`src/rtl/tlc_pkg.sv`:
```
// Shared types and constants for the traffic-light sequencer.
// TLC_NIGHT_FLASH_EN adds the NIGHT state code.
package tlc_pkg;

  localparam int TIMER_W = 16;

  localparam logic [2:0] LAMP_RED = 3'b100;
  localparam logic [2:0] LAMP_YEL = 3'b010;
  localparam logic [2:0] LAMP_GRN = 3'b001;
  localparam logic [2:0] LAMP_OFF = 3'b000;

  typedef enum logic [2:0] {
    ST_MAIN_GREEN  = 3'd0,
    ST_MAIN_YELLOW = 3'd1,
    ST_ALL_RED_A   = 3'd2,
    ST_WALK        = 3'd3,
    ST_SIDE_GREEN  = 3'd4,
    ST_SIDE_YELLOW = 3'd5,
    ST_ALL_RED_B   = 3'd6
`ifdef TLC_NIGHT_FLASH_EN
    ,
    ST_NIGHT       = 3'd7
`endif
  } state_t;

  // True on the tick that completes a dwell of 'dwell' ticks.
  function automatic logic dwell_done(input logic tick,
                                      input logic [TIMER_W-1:0] timer,
                                      input int dwell);
    return tick && (timer == TIMER_W'(dwell - 1));
  endfunction

endpackage

```
`src/rtl/tlc_tick_gen.sv`:
```
// Free-running prescaler: one-cycle tick every TICK_DIV clocks (TICK_DIV >= 2).
module tlc_tick_gen #(
  parameter int TICK_DIV = 100000
) (
  input  logic clk,
  input  logic reset,
  output logic tick
);

  localparam int CNT_W = $clog2(TICK_DIV);

  logic [CNT_W-1:0] cnt_q, cnt_d;

  assign tick = (cnt_q == CNT_W'(TICK_DIV - 1));

  // Wrap to zero on the tick, otherwise count up.
  always_comb begin
    cnt_d = tick ? '0 : cnt_q + 1'b1;
  end

  // Prescaler register.
  always_ff @(posedge clk or posedge reset) begin
    if (reset) cnt_q <= '0;
    else       cnt_q <= cnt_d;
  end

endmodule

```
`src/rtl/traffic_light_ctrl.sv`:
```
// Intersection sequencer: main road, side road, one pedestrian crossing.
// Optional night flashing mode is built in when TLC_NIGHT_FLASH_EN is defined.
//
// state          | meaning
// MAIN_GREEN     | main G, side R; waits MIN_GREEN then serves a request
// MAIN_YELLOW    | main Y, side R
// ALL_RED_A      | clearance before pedestrian or side phase
// WALK           | both R, walk lamp on
// SIDE_GREEN     | main R, side G
// SIDE_YELLOW    | main R, side Y
// ALL_RED_B      | clearance before returning to main green
// NIGHT          | main Y / side R flashing (TLC_NIGHT_FLASH_EN only)
module traffic_light_ctrl import tlc_pkg::*; #(
  parameter int TICK_DIV    = 100000,
  parameter int MIN_GREEN   = 5000,
  parameter int YELLOW_TIME = 3000,
  parameter int ALLRED_TIME = 1000,
  parameter int SIDE_TIME   = 8000,
  parameter int WALK_TIME   = 10000
`ifdef TLC_NIGHT_FLASH_EN
  ,
  parameter int FLASH_TICKS = 500
`endif
) (
  input  logic       clk,
  input  logic       reset,
  input  logic       ped_btn_n,
  input  logic       car_sensor,
`ifdef TLC_NIGHT_FLASH_EN
  input  logic       night_mode,
`endif
  output logic [2:0] main_lights,
  output logic [2:0] side_lights,
  output logic       walk,
  output logic       ped_ack
);

  logic tick;

  tlc_tick_gen #(.TICK_DIV(TICK_DIV)) u_tick_gen (
    .clk   (clk),
    .reset (reset),
    .tick  (tick)
  );

  state_t               state_q, state_d;
  logic [TIMER_W-1:0]   timer_q, timer_d;
  logic                 ped_pending_q, ped_pending_d;
  logic                 btn_prev_q;
  logic [2:0]           main_q, main_d, side_q, side_d;
  logic                 walk_q, walk_d, ped_ack_q, ped_ack_d;
  logic                 ped_fall;
`ifdef TLC_NIGHT_FLASH_EN
  logic                 flash_q, flash_d;
`endif

  // Button is already debounced; a 1->0 step is a new request.
  assign ped_fall = btn_prev_q & ~ped_btn_n;

  // Next-state, dwell timer, request latch and Moore lamp decode.
  always_comb begin
    state_d = state_q;
    timer_d = tick ? timer_q + 1'b1 : timer_q;
`ifdef TLC_NIGHT_FLASH_EN
    flash_d = flash_q;
`endif
    case (state_q)
      ST_MAIN_GREEN: begin
        // Saturate so a late request is served on the very next tick.
        if (tick && (timer_q == TIMER_W'(MIN_GREEN - 1))) timer_d = timer_q;
`ifdef TLC_NIGHT_FLASH_EN
        if (tick && night_mode) state_d = ST_NIGHT;
        else
`endif
        if (dwell_done(tick, timer_q, MIN_GREEN) && (ped_pending_q || car_sensor))
          state_d = ST_MAIN_YELLOW;
      end
      ST_MAIN_YELLOW: if (dwell_done(tick, timer_q, YELLOW_TIME)) state_d = ST_ALL_RED_A;
      ST_ALL_RED_A: begin
        // Pedestrian wins; side green is served even if the car has left.
        if (dwell_done(tick, timer_q, ALLRED_TIME))
          state_d = ped_pending_q ? ST_WALK : ST_SIDE_GREEN;
      end
      ST_WALK:        if (dwell_done(tick, timer_q, WALK_TIME))   state_d = ST_ALL_RED_B;
      ST_SIDE_GREEN:  if (dwell_done(tick, timer_q, SIDE_TIME))   state_d = ST_SIDE_YELLOW;
      ST_SIDE_YELLOW: if (dwell_done(tick, timer_q, YELLOW_TIME)) state_d = ST_ALL_RED_B;
      ST_ALL_RED_B:   if (dwell_done(tick, timer_q, ALLRED_TIME)) state_d = ST_MAIN_GREEN;
`ifdef TLC_NIGHT_FLASH_EN
      ST_NIGHT: begin
        if (tick && !night_mode) begin
          state_d = ST_ALL_RED_B;
        end else if (dwell_done(tick, timer_q, FLASH_TICKS)) begin
          timer_d = '0;
          flash_d = ~flash_q;
        end
      end
`endif
      default: state_d = ST_ALL_RED_B;
    endcase

    if (state_d != state_q) timer_d = '0;
`ifdef TLC_NIGHT_FLASH_EN
    if ((state_d == ST_NIGHT) && (state_q != ST_NIGHT)) flash_d = 1'b1;
`endif

    ped_ack_d     = (state_d == ST_WALK) && (state_q != ST_WALK);
    ped_pending_d = ped_pending_q;
    if (ped_ack_d) ped_pending_d = 1'b0;
    // A press landing on the WALK entry edge is kept for the next cycle.
    if (ped_fall)  ped_pending_d = 1'b1;
`ifdef TLC_NIGHT_FLASH_EN
    if ((state_q == ST_NIGHT) || (state_d == ST_NIGHT)) ped_pending_d = 1'b0;
`endif

    main_d = LAMP_RED;
    side_d = LAMP_RED;
    walk_d = 1'b0;
    case (state_d)
      ST_MAIN_GREEN:  main_d = LAMP_GRN;
      ST_MAIN_YELLOW: main_d = LAMP_YEL;
      ST_WALK:        walk_d = 1'b1;
      ST_SIDE_GREEN:  side_d = LAMP_GRN;
      ST_SIDE_YELLOW: side_d = LAMP_YEL;
`ifdef TLC_NIGHT_FLASH_EN
      ST_NIGHT: begin
        main_d = flash_d ? LAMP_YEL : LAMP_OFF;
        side_d = flash_d ? LAMP_RED : LAMP_OFF;
      end
`endif
      default: ;
    endcase
  end

  // All sequencer state and registered lamp outputs.
  always_ff @(posedge clk or posedge reset) begin
    if (reset) begin
      state_q       <= ST_MAIN_GREEN;
      timer_q       <= '0;
      ped_pending_q <= 1'b0;
      btn_prev_q    <= 1'b1;
      main_q        <= LAMP_GRN;
      side_q        <= LAMP_RED;
      walk_q        <= 1'b0;
      ped_ack_q     <= 1'b0;
`ifdef TLC_NIGHT_FLASH_EN
      flash_q       <= 1'b0;
`endif
    end else begin
      state_q       <= state_d;
      timer_q       <= timer_d;
      ped_pending_q <= ped_pending_d;
      btn_prev_q    <= ped_btn_n;
      main_q        <= main_d;
      side_q        <= side_d;
      walk_q        <= walk_d;
      ped_ack_q     <= ped_ack_d;
`ifdef TLC_NIGHT_FLASH_EN
      flash_q       <= flash_d;
`endif
    end
  end

  assign main_lights = main_q;
  assign side_lights = side_q;
  assign walk        = walk_q;
  assign ped_ack     = ped_ack_q;

endmodule

```
`config.mk`:
```
export PLATFORM = sky130hd
export DESIGN_NAME = traffic_light_ctrl
export DESIGN_NICKNAME = d
export VERILOG_FILES = /design/src/rtl/tlc_pkg.sv /design/src/rtl/tlc_tick_gen.sv /design/src/rtl/traffic_light_ctrl.sv
export SDC_FILE = /design/constraint.sdc
export NUM_CORES = 1
export LEC_CHECK = 0
export ABC_AREA = 1
export CORE_ASPECT_RATIO = 0.7
export CORE_MARGIN = 1.5
export CORE_UTILIZATION = 30
export DETAILED_ROUTE_END_ITERATION = 16
export PLACE_DENSITY = 0.56
export SLEW_MARGIN = 20
export SYNTH_ARGS = -nofsm -noshare
export SYNTH_HDL_FRONTEND = slang
export SYNTH_SLANG_ARGS = --single-unit
```
`constraint.sdc`:
```
create_clock -name clk -period 2.5 [get_ports clk]
set_input_delay 0.375 -clock clk [delete_from_list [all_inputs] [get_ports clk]]
set_output_delay 0.375 -clock clk [all_outputs]
set_load 0.02 [all_outputs]
```
# [Word-level counts from Yosys, hierarchy flattened]
# Cells that the tools add are included.
[totals] regBits=46 inputBits=4 output_inout_bits=8
[op_classes] add_sub_neg=2 eq_ne=19 n_mux=19 n_bitwise=2 n_reduce_logical=11
[op_table] cell="$mux 16" n=4
[op_table] cell="$eq 16x13->1 const B" n=2
[op_table] cell="$mux 3" n=8
[op_table] cell="$pmux 3 s7" n=1
[op_table] cell="$add 17x1->17 const B" n=1
[op_table] cell="$eq 17x17->1 const B" n=1
[op_table] cell="$mux 17" n=1
[op_table] cell="$add 16x1->16 const B" n=1
[op_table] cell="$eq 16x10->1 const B" n=1
[op_table] cell="$eq 16x12->1 const B" n=1
[op_table] cell="$eq 16x14->1 const B" n=1
[op_table] cell="$eq 3x3->1 const B" n=5
[op_table] cell="$pmux 3 s2" n=2
[op_table] cell="$eq 3x2->1 const B" n=3
[op_table] cell="$logic_and 1x1->1" n=7
[op_table] cell="$eq 3x1->1 const B" n=2
[op_table] cell="$logic_not 3->1" n=2
[op_table] cell="$mux 1" n=3
[op_table] cell="$ne 3x2->1 const B" n=1
[op_table] cell="$ne 3x3->1" n=1
[op_table] cell="$ne 3x3->1 const B" n=1
[op_table] cell="$reduce_bool 2->1" n=1
[op_table] cell="$and 1x1->1" n=1
[op_table] cell="$logic_or 1x1->1" n=1
[op_table] cell="$not 1->1" n=1

# [Logic depth before layout (Yosys ltp)]
[logic_depth] word_depth=9 ltp_mapped=14 ltp_nobuf=13

# [Hierarchy]
# Synthesis repeated with hierarchy kept, for this count alone.
[unflattened] hier_cells=354 hier_area_um2=2617.5
[modules_own_cells] mod="traffic_light_ctrl" n_inst=1 cells_per_inst=210 area_each_um2=1640.3 seq_area_each_um2=729.4
[modules_own_cells] mod="tlc_tick_gen" n_inst=1 cells_per_inst=144 area_each_um2=977.2 seq_area_each_um2=425.4

# [Worst setup path before layout]
# Ideal clock, no wire load.
[synth_timing] path_type="flip-flop to flip-flop" from="register u_tick_gen.cnt_q[0]" to="register timer_q[0]" setup_ns=0.124 arrival_time_ns=1.755 required_time_ns=2.376 path_slack_ns=0.620 stages_incl_launch_ff=15 period_less_slack_ns=1.880 cell_sequence="dfrtp_1 -> ha_1 -> nand3_2 -> inv_2 -> nand3_1 -> nor2_2 -> buf_6 -> nand2_4 -> nand2_4 -> nand2_1 -> nor2_2 -> nand3_2 -> nand3_4 -> buf_12 -> nor2_4"
[synth_via] elab_chain_cells=7 word_cells_on_any_way=21 classes_between="eq/ne: 3; mux: 12; reduce/logical: 6"
[synth_lines] item="start: declaration" line="tlc_tick_gen.sv:12" source="logic [CNT_W-1:0] cnt_q, cnt_d;"
[synth_lines] item="start signal: assignment" line="tlc_tick_gen.sv:24" source="else cnt_q <= cnt_d;"
[synth_lines] item="$eq 17x17->1 *" line="tlc_tick_gen.sv:14" source="assign tick = (cnt_q == CNT_W'(TICK_DIV - 1));"
[synth_lines] item="$logic_and 1x1->1" line="tlc_pkg.sv:30, traffic_light_ctrl.sv:70"
[synth_lines] item="$logic_and 1x1->1" line="traffic_light_ctrl.sv:75" source="if (dwell_done(tick, timer_q, MIN_GREEN) && (ped_pending_q || car_sensor))"
[synth_lines] item="$mux 3" line="traffic_light_ctrl.sv:75"
[synth_lines] item="$pmux 3 s7" line="traffic_light_ctrl.sv:67" source="case (state_q)"
[synth_lines] item="$ne 3x3->1" line="traffic_light_ctrl.sv:101" source="if (state_d != state_q) timer_d = '0;"
[synth_lines] item="$ne 3x3->1 (no source line) or $mux 16 (tied branches)"
[synth_lines] item="end signal: assignment" line="traffic_light_ctrl.sv:150" source="timer_q <= timer_d;"
[synth_lines] item="end: declaration" line="traffic_light_ctrl.sv:47" source="logic [TIMER_W-1:0] timer_q, timer_d;"
# Mark *: on every way between the ends. The rest lies on a longest branch, timed or not. The select of a mux whose other input is x is not followed.
# A chain may end at the register's enable or synchronous reset.

# [Worst setup path in the final report]
[layout_timing] from="register u_tick_gen.cnt_q[0]" to="register timer_q[7]"
# The elaborated chain is that of the path after synthesis.

==> impl_metrics.prom <==
# TYPE chip_impl_metric gauge
chip_impl_metric{name="initial_core_utilization",unit=""} 0.317
chip_impl_metric{name="synthCells",unit=""} 349
chip_impl_metric{name="globalRouteMet3Util",unit=""} 0.0328
chip_impl_info{name="commonest_register_cell_after_synthesis",value="sky130_fd_sc_hd__dfrtp_1"} 1
chip_impl_metric{name="pwr_density_cell",unit="nW/um^2"} 508
chip_impl_info{name="start_kind",value="flop"} 1
chip_impl_metric{name="design.die.area",unit="um^2"} 9730
chip_impl_info{name="synth.most_common_cell",value="sky130_fd_sc_hd__nor2_1"} 1
chip_impl_metric{name="synth_edf_count",unit=""} 0
chip_impl_metric{name="floorplan.die.width",unit="um"} 117
chip_impl_metric{name="synthXorXnorAreaFrac",unit=""} 0.0639
chip_impl_metric{name="tritoncts_buffers",unit=""} 5
chip_impl_metric{name="gr-usage-met2",unit=""} 0.172
chip_impl_info{name="ys_top_cells_by_count",value="66 x sky130_fd_sc_hd__nor2_1, 58 x sky130_fd_sc_hd__nand2_1, 45 x sky130_fd_sc_hd__inv_1"} 1
chip_impl_info{name="run_status",value="completed"} 1
chip_impl_metric{name="io_pins",unit=""} 12
chip_impl_metric{name="syn_avg_cell_area",unit="um^2"} 7.86
chip_impl_metric{name="yosysTopAreaCellShare",unit=""} 0.392
chip_impl_metric{name="drt_iter0_markers",unit=""} 146
chip_impl_info{name="synth_top_area_cell",value="sky130_fd_sc_hd__dfrtp_1"} 1
chip_impl_metric{name="wirelength",unit="um"} 5850
chip_impl_info{name="synth_top_cells_by_area",value="sky130_fd_sc_hd__dfrtp_1 39%, sky130_fd_sc_hd__nor2_1 9.0%, sky130_fd_sc_hd__nand2_1 7.9%, sky130_fd_sc_hd__inv_1 6.2%, sky130_fd_sc_hd__xor2_1 5.1%"} 1
chip_impl_metric{name="finalClockSkew",unit="ns"} 0.00668
chip_impl_metric{name="synth_seq_cells",unit=""} 46
chip_impl_metric{name="netlist-cell-type-count",unit=""} 31
chip_impl_metric{name="power.ir.vdd_worst",unit="uV"} 308
chip_impl_metric{name="clk_pin_slew",unit="ns"} 0.07
chip_impl_metric{name="drive_above_1_share",unit=""} 0.162
chip_impl_metric{name="placement_rows",unit=""} 28
chip_impl_info{name="cts.root.buffer_cell",value="sky130_fd_sc_hd__clkbuf_16"} 1
chip_impl_metric{name="timing.critical_path.arrival",unit="ns"} 2.35
chip_impl_metric{name="synth_compound_area_frac",unit=""} 0.0347
chip_impl_metric{name="max_slew_margin",unit=""} 0.623
chip_impl_metric{name="core_area",unit="um^2"} 8650
chip_impl_info{name="top_usage_layer",value="met1"} 1
chip_impl_metric{name="groute.usage.overall",unit=""} 0.135
chip_impl_metric{name="clock_sinks",unit=""} 46
chip_impl_metric{name="synth.area.mux_share",unit=""} 0
chip_impl_metric{name="timing.final.crit_share",unit=""} 0.869
chip_impl_metric{name="max-clock-path-buffers",unit=""} 2
chip_impl_metric{name="period_minus_slack",unit="ns"} 2.17
chip_impl_info{name="clock_tree_from_tritoncts",value="done"} 1
chip_impl_metric{name="area_share_of_fa_ha_maj_cells_after_synthesis",unit=""} 0.00912
chip_impl_metric{name="synth_warnings",unit=""} 0
chip_impl_metric{name="antenna_found_initial",unit=""} 0
chip_impl_info{name="worstSetupPathType",value="reg -> reg"} 1
chip_impl_metric{name="dp_hpwl",unit="um"} 4450
chip_impl_metric{name="wl_per_cell",unit="um"} 11.9
chip_impl_metric{name="via_per_inst",unit=""} 4.57
chip_impl_metric{name="async_flop_share",unit=""} 1.00
chip_impl_metric{name="hold_violations",unit=""} 0
chip_impl_info{name="setup_repair_after_global_routing_missed_its_margin",value="false"} 1
chip_impl_metric{name="maximum_number_of_pins_on_one_net_before_global_route_repair",unit=""} 27
chip_impl_metric{name="finalWeightedCongestion",unit=""} 0.912
chip_impl_metric{name="critPathRequiredTime",unit="ns"} 2.68
chip_impl_metric{name="finalCoreUtilization",unit=""} 0.373
chip_impl_metric{name="overflow",unit=""} 0
chip_impl_metric{name="vias",unit=""} 2240
chip_impl_metric{name="post_synth_and_or_nand_nor_area_fraction",unit=""} 0.376
chip_impl_metric{name="diodes",unit=""} 0
chip_impl_metric{name="leakagePower",unit="nW"} 1.41
chip_impl_metric{name="syn2layout_area_growth",unit="%"} 17.7
chip_impl_metric{name="worstSkewPairLatency",unit="ns"} 0.29
chip_impl_metric{name="totalPowerFinal",unit="mW"} 1.64
chip_impl_metric{name="layout.filler_cells",unit=""} 915
chip_impl_metric{name="vias_in_the_first_global_route",unit=""} 2126
chip_impl_metric{name="htree_num_levels",unit=""} 2
chip_impl_metric{name="drt-pass1-iter-count",unit=""} 5
chip_impl_metric{name="final.setup.tns",unit="ns"} 0
chip_impl_metric{name="globalRouteMet1Util",unit=""} 0.219
chip_impl_metric{name="ys_seq_area_frac",unit=""} 0.421
chip_impl_metric{name="max_freq",unit="MHz"} 460
chip_impl_metric{name="post_route_antenna_net_violation_count",unit=""} 0
chip_impl_metric{name="finalSetupViolCount",unit=""} 0
chip_impl_metric{name="cts_resized",unit=""} 0
chip_impl_info{name="hp-class",value="in -> async"} 1
chip_impl_metric{name="timing_max_transition_violations_final",unit=""} 0
chip_impl_metric{name="multi_input_area",unit="um^2"} 1330
chip_impl_metric{name="nNetsFinal",unit=""} 375
chip_impl_metric{name="post_syn_area",unit="um^2"} 2740
chip_impl_metric{name="syn_nets",unit=""} 355
chip_impl_metric{name="maxCapViolations",unit=""} 0
chip_impl_metric{name="io_buffers",unit=""} 11
chip_impl_metric{name="post_layout_instance_count_excluding_filler_cells",unit=""} 490
chip_impl_metric{name="grt_first_pass_wirelength",unit="um"} 10300
chip_impl_info{name="setup.worst_path.end_class",value="flop"} 1
chip_impl_metric{name="timing.critical_path.fanout_max",unit=""} 7
chip_impl_metric{name="die_height",unit="um"} 83.0
chip_impl_metric{name="worst-slew-pin-transition",unit="ns"} 0.564
chip_impl_metric{name="drc_errors_left",unit=""} 0
chip_impl_info{name="synth_top_family_by_area",value="simple AND/OR/NAND/NOR gates"} 1
chip_impl_metric{name="placedCellCount",unit=""} 480
chip_impl_metric{name="seq_area",unit="um^2"} 1150
## layout by cell type, fill, tap and decap left out, types with 3 or more instances in the layout
master,instances
sky130_fd_sc_hd__nor2_1,66
sky130_fd_sc_hd__nand2_1,58
sky130_fd_sc_hd__inv_1,44
sky130_fd_sc_hd__dfrtp_1,43
sky130_fd_sc_hd__nand3_1,23
sky130_fd_sc_hd__xor2_1,16
sky130_fd_sc_hd__nand4_1,13
sky130_fd_sc_hd__inv_2,12
sky130_fd_sc_hd__nor2_4,12
sky130_fd_sc_hd__clkdlybuf4s50_1,11
sky130_fd_sc_hd__nor3_1,6
sky130_fd_sc_hd__a21oi_1,6
sky130_fd_sc_hd__o21ai_0,6
sky130_fd_sc_hd__nor4_1,5
sky130_fd_sc_hd__clkbuf_16,5
sky130_fd_sc_hd__buf_4,5
sky130_fd_sc_hd__nand2_2,4
sky130_fd_sc_hd__nand3_2,4
sky130_fd_sc_hd__nor2_2,4
sky130_fd_sc_hd__xnor2_1,4
sky130_fd_sc_hd__dfstp_2,3
## critical path, stage by stage (launching register included)
cell	delay, ns
sky130_fd_sc_hd__dfrtp_1	0.37
sky130_fd_sc_hd__ha_1	0.20
sky130_fd_sc_hd__nand3_2	0.14
sky130_fd_sc_hd__inv_2	0.09
sky130_fd_sc_hd__nand3_1	0.09
sky130_fd_sc_hd__nor2_2	0.21
sky130_fd_sc_hd__buf_4	0.22
sky130_fd_sc_hd__inv_2	0.07
sky130_fd_sc_hd__nor2_4	0.14
sky130_fd_sc_hd__nand2_2	0.10
sky130_fd_sc_hd__nor2_1	0.12
sky130_fd_sc_hd__xor2_1	0.26
sky130_fd_sc_hd__nor2_4	0.06
## area by class of cell
class	instances	area share
Multi-Input combinational cell	241	0.411
Sequential cell	46	0.358
Inverter	57	0.0663
Timing Repair Buffer	18	0.0581
Tap cell	120	0.0465
Clock buffer	5	0.0388
Clock inverter	3	0.0213
## where the power goes
group          internal, mW  leakage (nW)  switching [mW]
Sequential            0.746         0.602        0.000205
Combinational       0.00636         0.712          0.0159
Clock                 0.575        0.0940           0.298
Total                  1.33          1.41           0.314
## per-stage QoR
step / setup WS (ns) / hold slack (ns) / area [um^2]
5_1_grt: 0.0470 / 0.503 / 3230
4_1_cts: 0.225 / 0.468 / 3190
3_5_place_dp: 0.246 / 0.460 / 2990
3_3_place_gp: 0.284 / 0.447 / 2990
2_1_floorplan: 0.620 / 0.379 / 2740
6_report: 0.328 / 0.455 / 3230
## cell families (layout without fill, tap and decap cells)
group / count (synthesis) / in the layout
XOR/XNOR: 20 / 20
AND/OR/NAND/NOR: 203 / 203
AO/OA/AOI/OAI: 16 / 16
buffers and inverters: 62 / 83
adder cells (fa/ha/maj): 2 / 2
flip-flops: 46 / 46
## flip-flops by register name (all words and copies together) (netlist names)
name	cells
ped_pending_q	1
timer_q	16
btn_prev_q	1
u_tick_gen.cnt_q	17
side_lights	3
walk	1
ped_ack	1
main_lights	3
state_q	3
## path summary, 6_finish.rpt
kind	start	to	slack, ns	depth (start not counted)
worst max-delay path	u_tick_gen.cnt_q[0]$_DFF_PP0_	timer_q[7]$_DFFE_PP0P_	0.33	12
worst min-delay path	reset	timer_q[15]$_DFFE_PP0P_	0.45	2
worst max register to register	u_tick_gen.cnt_q[0]$_DFF_PP0_	timer_q[7]$_DFFE_PP0P_	0.33	12
worst min register to register	u_tick_gen.cnt_q[0]$_DFF_PP0_	u_tick_gen.cnt_q[0]$_DFF_PP0_	0.46	1
max in group asynchronous	reset	btn_prev_q$_DFF_PP1_	1.37	3
min in group clk	u_tick_gen.cnt_q[0]$_DFF_PP0_	u_tick_gen.cnt_q[0]$_DFF_PP0_	0.46	1
## routing by layer
metal  up-vias  wire [um]
li1       1139          -
met1      1038       3230
met2        56       2230
met3         7        320
met4         0         65
met5         -          0
## repair_timing
item                                    CTS  global route
hold buffers                              0             0
endpoints found under the setup margin    0             2
setup buffers                             0             2
Power figures use the tool's default switching activity.
